## src/rtl/pet2001_key_scheduler.sv

```systemverilog
// pet2001_key_scheduler: buffers UART bytes in a small FIFO and releases
// them to the keystroke converter with a minimum spacing between strobes.
// The spacing is longer after a carriage return.
module pet2001_key_scheduler #(
  parameter int unsigned FIFO_AW        = 6,
  parameter int unsigned PACE_CYCLES    = 2500000,
  parameter int unsigned CR_PACE_CYCLES = 10000000,
  parameter int unsigned CNT_W          = 24
) (
  input  logic               clk,
  input  logic               reset,
  input  logic [7:0]         uart_data,
  input  logic               uart_strobe,
  input  logic               pause,
  input  logic               clr_overflow,
  output logic [7:0]         key_data,
  output logic               key_strobe,
  output logic [FIFO_AW:0]   fifo_count,
  output logic               overflow,
  output logic               busy
);

  localparam int unsigned DEPTH = 2 ** FIFO_AW;

  typedef enum logic {
    IDLE,
    WAIT
  } state_t;

  state_t             state, state_next;
  logic [CNT_W-1:0]   cnt, cnt_next;
  logic [7:0]         mem [DEPTH];
  logic [FIFO_AW-1:0] wr_ptr, rd_ptr;
  logic [7:0]         head;
  logic               full, empty, do_push, do_pop;

  // Full is judged on the pre-edge count, so a same-edge pop never frees
  // space for the incoming byte.
  assign full    = (fifo_count == (FIFO_AW + 1)'(DEPTH));
  assign empty   = (fifo_count == '0);
  assign do_push = uart_strobe && !full;
  assign head    = mem[rd_ptr];
  assign busy    = (state != IDLE) || !empty;

  // Next-state and pacing counter; the counter is preloaded with
  // interval-2 so that the issue edge plus the final IDLE edge make up
  // the full interval.
  always_comb begin
    state_next = state;
    cnt_next   = cnt;
    do_pop     = 1'b0;
    case (state)
      IDLE: begin
        if (!pause && !empty) begin
          do_pop     = 1'b1;
          state_next = WAIT;
          cnt_next   = (head == 8'h0D) ? CNT_W'(CR_PACE_CYCLES - 2)
                                       : CNT_W'(PACE_CYCLES - 2);
        end
      end
      WAIT: begin
        if (!pause) begin
          if (cnt == '0) begin
            state_next = IDLE;
          end else begin
            cnt_next = cnt - CNT_W'(1);
          end
        end
      end
      default: state_next = IDLE;
    endcase
  end

  always_ff @(posedge clk or posedge reset) begin
    if (reset) begin
      state <= IDLE;
      cnt   <= '0;
    end else begin
      state <= state_next;
      cnt   <= cnt_next;
    end
  end

  always_ff @(posedge clk or posedge reset) begin
    if (reset) begin
      key_data   <= '0;
      key_strobe <= 1'b0;
    end else begin
      key_strobe <= do_pop;
      if (do_pop) begin
        key_data <= head;
      end
    end
  end

  always_ff @(posedge clk or posedge reset) begin
    if (reset) begin
      wr_ptr     <= '0;
      rd_ptr     <= '0;
      fifo_count <= '0;
      overflow   <= 1'b0;
    end else begin
      if (do_push) begin
        wr_ptr <= wr_ptr + FIFO_AW'(1);
      end
      if (do_pop) begin
        rd_ptr <= rd_ptr + FIFO_AW'(1);
      end
      case ({do_push, do_pop})
        2'b10:   fifo_count <= fifo_count + (FIFO_AW + 1)'(1);
        2'b01:   fifo_count <= fifo_count - (FIFO_AW + 1)'(1);
        default: fifo_count <= fifo_count;
      endcase
      if (uart_strobe && full) begin
        overflow <= 1'b1;
      end else if (clr_overflow) begin
        overflow <= 1'b0;
      end
    end
  end

  always_ff @(posedge clk) begin
    if (do_push) begin
      mem[wr_ptr] <= uart_data;
    end
  end

endmodule

```

## config.mk

```make
export PLATFORM = sky130hd
export DESIGN_NAME = pet2001_key_scheduler
export DESIGN_NICKNAME = d
export VERILOG_FILES = /design/src/rtl/pet2001_key_scheduler.sv
export SDC_FILE = /design/constraint.sdc
export NUM_CORES = 1
export LEC_CHECK = 0
export CORE_ASPECT_RATIO = 0.75
export CORE_UTILIZATION = 45
export CTS_BUF_LIST = sky130_fd_sc_hd__clkbuf_8 sky130_fd_sc_hd__clkbuf_16
export DETAILED_ROUTE_END_ITERATION = 8
export PLACE_DENSITY = 0.59
export SYNTH_ARGS = -nofsm -noshare
export SYNTH_HDL_FRONTEND = slang
export SYNTH_SLANG_ARGS = --single-unit
```

## constraint.sdc

```tcl
create_clock -name clk -period 10.1 [get_ports clk]
set_input_delay 1.01 -clock clk [delete_from_list [all_inputs] [get_ports clk]]
set_output_delay 1.01 -clock clk [all_outputs]
set_load 0.01 [all_outputs]
```

Yosys cells after proc, flatten, opt, wreduce, memory -nomap -nowiden
Memories as Yosys holds them, arrays and structs flattened.
Index checks and enable logic that the tools add are counted.
Storage, ports and cells
  register bits after elaboration: 54
  RAM bits: 512
  bits of input ports: 13
  output and inout bits: 18
  word-level logic and storage cells: 49
  memories kept: 1
Cells by class
  $add $sub $neg: 5
  eq/ne operators: 7
  mux-type cells: 15
  bitwise gates (word level): 1
  reduce and logical (&&, ||, !) cells: 12
Memories
  mem: words 64, bits a word 8, read ports 1, clocked after Yosys merged registers in 0, write ports 1, RTL line 32  | logic [7:0] mem [DEPTH];
Operators by type and width (count)
  $mux W24: 4
  $pmux W24 S2: 1
  $logic_not A24 Y1: 1
  $sub A24 B1 Y24 const B: 1
  $pmux W7 S2: 1
  $add A6 B1 Y6 const B: 2
  $eq A8 B4 Y1 const B: 1
  $mux W1: 8
  $add A7 B1 Y7 const B: 1
  $eq A7 B7 Y1 const B: 1
  $logic_not A7 Y1: 1
  $sub A7 B1 Y7 const B: 1
  $ne A2 B2 Y1 const B: 3
  $reduce_bool A2 Y1: 2
  $logic_and A1 B1 Y1: 3
  $logic_not A1 Y1: 3
  $reduce_and A3 Y1: 1
  $eq A2 B1 Y1 const B: 1
  $eq A2 B2 Y1 const B: 1
  $pmux W1 S2: 1
  $logic_or A1 B1 Y1: 1
  $not A1 Y1: 1

Longest topological paths before layout
  word-level depth: 7
  mapped depth: 20
  depth with buffers taken out: 15

Worst setup path before layout
OpenSTA, ideal clock, no wires.
  path type: input port to flip-flop
  start: input port pause
  end: register fifo_count[6]
  library setup time: 79 ps
  arrival: 4120 ps
  required time: 10021 ps
  setup slack: 5900 ps
  cell stages on the path: 17
  path buffers: 4
  path through: or3_1 clkbuf_1 inv_1 clkbuf_1 clkbuf_1 ha_1 clkbuf_1 xor2_1 ha_1 nor3_1 a21oi_1 nor2_1 nor3_1 and3_1 o21ai_0 a21oi_1 xor2_1
Between the ends
  cells in the longest elaborated chain, start to end: 6
  elaborated cells on any way between the ends: 8
  those cells by class: 2 x eq/ne; 3 x mux; 3 x reduce/logical
Ends and longest elaborated chain
  from (decl): RTL line 14  | input logic pause,
  $logic_not A1 Y1 (*)
  $logic_and A1 B1 Y1 (*): RTL line 54  | if (!pause && !empty) begin
  $mux W1 (*): RTL line 54
  $mux W1 (*): RTL line 52  | case (state)
  via do_pop: RTL line 35  | logic full, empty, do_push, do_pop;
  $eq A2 B1 Y1 or $eq A2 B2 Y1 (tied branches): RTL line 109  | case ({do_push, do_pop})
  $pmux W7 S2 or $reduce_bool A2 Y1 (tied branches)
  to (signal assigned): RTL line 110  | 2'b10: fifo_count <= fifo_count + (FIFO_AW + 1)'(1);
  to (signal assigned): RTL line 111  | 2'b01: fifo_count <= fifo_count - (FIFO_AW + 1)'(1);
  to (signal assigned): RTL line 112  | default: fifo_count <= fifo_count;
  to (decl): RTL line 18  | output logic [FIFO_AW:0] fifo_count,
The timed path passes the listed nets; every way through them passes the cells marked *.
A chain may end at the register's enable or synchronous reset.

Worst setup path in the final report
  start: register rd_ptr[1]
  end: register cnt[8]
Between the ends
  cells in the longest elaborated chain, start to end: 5
Ends and longest elaborated chain
  from (decl): RTL line 33  | logic [FIFO_AW-1:0] wr_ptr, rd_ptr;
  from (signal assigned): RTL line 107  | rd_ptr <= rd_ptr + FIFO_AW'(1);
  $mem_v2 Z64 W8
  $eq A8 B4 Y1: RTL line 57  | cnt_next = (head == 8'h0D) ? CNT_W'(CR_PACE_CYCLES - 2)
  $mux W24: RTL line 57
  $mux W24: RTL line 54
  $pmux W24 S2: RTL line 52
  to (signal assigned): RTL line 80  | cnt <= cnt_next;
  to (decl): RTL line 31  | logic [CNT_W-1:0] cnt, cnt_next;
No other way between the ends. The select of a mux whose other input is x is not followed.

==> results_dict.tcl <==
set metrics [dict create \
    gp_congestion 0.892 \
    finalSetupTns_ns 0 \
    cts_tree "built" \
    syn_area_per_cell_um2 18.0 \
    final_util_pct 51.3 \
    grt_pass1_vias 11800 \
    critPathRequiredTime_ns 10.56 \
    synth_fp_nets 1288 \
    grt_max_degree 91 \
    start_util_pct 46.2 \
    die_w_um 262 \
    n_antenna_cell 0 \
    drive_gt1_share_pct 17.0 \
    cts_num_sinks 566 \
    cpPeakStageDelay_ns 0.77 \
    core_area_um2 49300 \
    netlist-cell-type-count 68 \
    post_cts_buffers 0 \
    finalHoldViolCount 0 \
    clkLatencyLatePin_ns 0.59 \
    cp_top_family "compound AO/OA/AOI/OAI gates" \
    via_count 12100 \
    cts-hold-fix-buffers 0 \
    hold_depth 2 \
    design_area_um2 25300 \
    cts_buffer_depth 3 \
    crit_path_end_kind "register" \
    vdd_ir_drop_max_mv 0.164 \
    path_class "register to register" \
    htreeDepth 2 \
    critical_path.cell_chain "buf_4, mux4_2, a32o_1, a211oi_1, o21ai_1, a2111oi_4, a41oi_2, and2_1, a221o_1" \
    synth-seq-cells 566 \
    fmax_mhz 218 \
    finClkSkew_ns 0.0182 \
    worst-path-buf-inv 1 \
    worst_path_max_delay_cell "buf_4" \
    cts-resized-gates 0 \
    drtIter0Drc 1383 \
    crit_fanout 51 \
    rsz0062_at_grt "no" \
    worst_slew_pin_slew_ns 1.24 \
    syn-instance-count 1268 \
    synth_area_um2 22800 \
    dieHeight_um 197 \
    synth_flop_cell "edfxtp_1" \
    drv_slew 0 \
    seqCellArea_um2 16700 \
    cts_buffers 53 \
    area_growth_pct 11.1 \
    root_buffer "clkbuf_16" \
    yosysSeqAreaShare_pct 73.4 \
    synth_edf_count 512 \
    antenna_found_initial 2 \
    p_per_area_nw_per_um2 205 \
    maxCapViolCount 0 \
    period_needed_ns 4.58 \
    layout_commonest_cell "edfxtp_1" \
    mostFrequentLayoutCells "edfxtp_1 (512), nor2_1 (106), mux4_2 (99)" \
    io_buffers 30 \
    async_reset_ff_share_pct 9.54 \
    dieArea_um2 51500 \
    finalCritPeriodShare_pct 45.3 \
    crit_arrival_ns 5.04 \
    leakage_nw 8.22 \
    totalWireLength_mm 57.4 \
    startpoint_type "register" \
    ios 31 \
    vias_per_cell 6.07 \
    row_count 70 \
    placed_area_um2 23600 \
    grt_use_total_pct 22.8 \
    ys.warnings.count 0 \
    wl_per_cell_um 28.8 \
    postRouteAntennaNets 0 \
    nFillCells 3951 \
    path_depth 9 \
    worst_hold_path_type "register to register" \
    clk_pin_slew_ns 0.06 \
    timing.slew.headroom_pct 17.4 \
    status "finished, final reports clean" \
    drc 0 \
    multiInputGateArea_um2 5600 \
    grt-ovfl-total 0 \
    setup_viol 0 \
    dr.pass1.iters 5 \
    final_nets 1323 \
    hold_ws_ns 0.490 \
    worstRegToRegCells 9 \
    place_hpwl_mm 35.0 \
    grt_pass1_wl_mm 83.6 \
]
## layout make-up
class | instances | area share [%]
clock buffers | 53 | 5.24
clock inverters | 44 | 1.41
inverters | 20 | 0.297
multi-input cells | 614 | 22.1
flip-flops and latches | 566 | 66.1
well taps | 648 | 3.20
repair buffers | 48 | 1.61
## worst reg2reg max path, cell delays in order (launching register included)
cell and delay, ns:
dfrtp_4 0.72, buf_4 0.80, mux4_2 0.67, a32o_1 0.28, a211oi_1 0.35, o21ai_1 0.24
a2111oi_4 0.38, a41oi_2 0.29, and2_1 0.40, a221o_1 0.33
## state kept, by name (all words and copies together) (netlist names)
signal / count
mem: 512
fifo_count: 7
cnt: 24
overflow: 1
rd_ptr: 6
wr_ptr: 6
state: 1
key_strobe: 1
key_data: 8
## power breakdown
part | total [mW] | internal, mW | switching (mW)
logic | 0.446 | 0.159 | 0.287
registers | 2.77 | 2.66 | 0.108
clock network | 1.97 | 1.11 | 0.864
## per-stage QoR
step / power [mW] / worst slack, ns / instances
after CTS: 5.21 / 5.49 / 1993
final: 5.19 / 5.52 / 1993
after global placement: 3.25 / 5.58 / 1896
after detailed placement: 3.26 / 5.51 / 1896
after floorplan: 3.05 / 5.90 / 1268
after global routing: 5.35 / 5.24 / 1993
## cells by family after synthesis
family | after synthesis | share of synthesized area (%)
xor gates and xnor gates | 27 | 1.04
buffers and inverters | 88 | 1.98
muxes | 168 | 12.9
adders and majority gates | 7 | 0.385
AOI/OAI and AO/OA | 161 | 5.27
DFF | 566 | 73.4
and+or+nand+nor | 251 | 4.97
## metal layers
layer	up-vias	share of wire (%)	GRT usage (%)
li1	5164	-	-
met1	6324	47	36.2
met2	522	41	29.9
met3	87	10	6.98
met4	6	2.1	5.64
met5	-	0.24	1.63
## final timing paths
check,slack [ns],startpoint,to
worst max-delay path,5.52,rd_ptr[1]$_DFFE_PP0P_,cnt[8]$_DFFE_PP0P_
worst min-delay path,0.49,key_data[6]$_DFFE_PP0P_,key_data[6]$_DFFE_PP0P_
worst max register to register,5.52,rd_ptr[1]$_DFFE_PP0P_,cnt[8]$_DFFE_PP0P_
worst min register to register,0.49,key_data[6]$_DFFE_PP0P_,key_data[6]$_DFFE_PP0P_
max in group asynchronous,8.54,reset,rd_ptr[0]$_DFFE_PP0P_
min in group asynchronous,0.95,reset,fifo_count[6]$_DFFE_PP0P_
## cells in the mapped netlist, types with 4 or more instances
cell      number  share of area (%)
nand3_1       20               0.44
nor4_1         9               0.25
a31oi_1        7               0.19
mux2_2        14               0.69
o221ai_1      15               0.58
edfxtp_1     512                 68
o22ai_1        7               0.19
a22oi_1       14               0.46
clkbuf_1      25               0.41
nand4_1        6               0.16
mux4_2        99                9.8
xnor2_1       14               0.54
or3_1          4               0.11
o211ai_1       4               0.13
and3_1         6               0.16
ha_1           7               0.38
a221oi_1       9               0.35
a221o_1        7               0.31
dfrtp_1       54                5.9
xor2_1        13               0.50
o21ai_0       21               0.46
inv_1         18               0.30
buf_1          5              0.082
buf_4          7               0.23
nor2b_1        8               0.22
a21oi_1       31               0.68
a22o_1         4               0.15
nor3_1         9               0.20
a211oi_1       5               0.16
mux2i_1       55                2.4
nor2_1       106                1.7
buf_6          9               0.45
nand2_1       63                1.0
buf_2         22               0.48
o31ai_1        4               0.13
(Power assumes the default switching activity.)
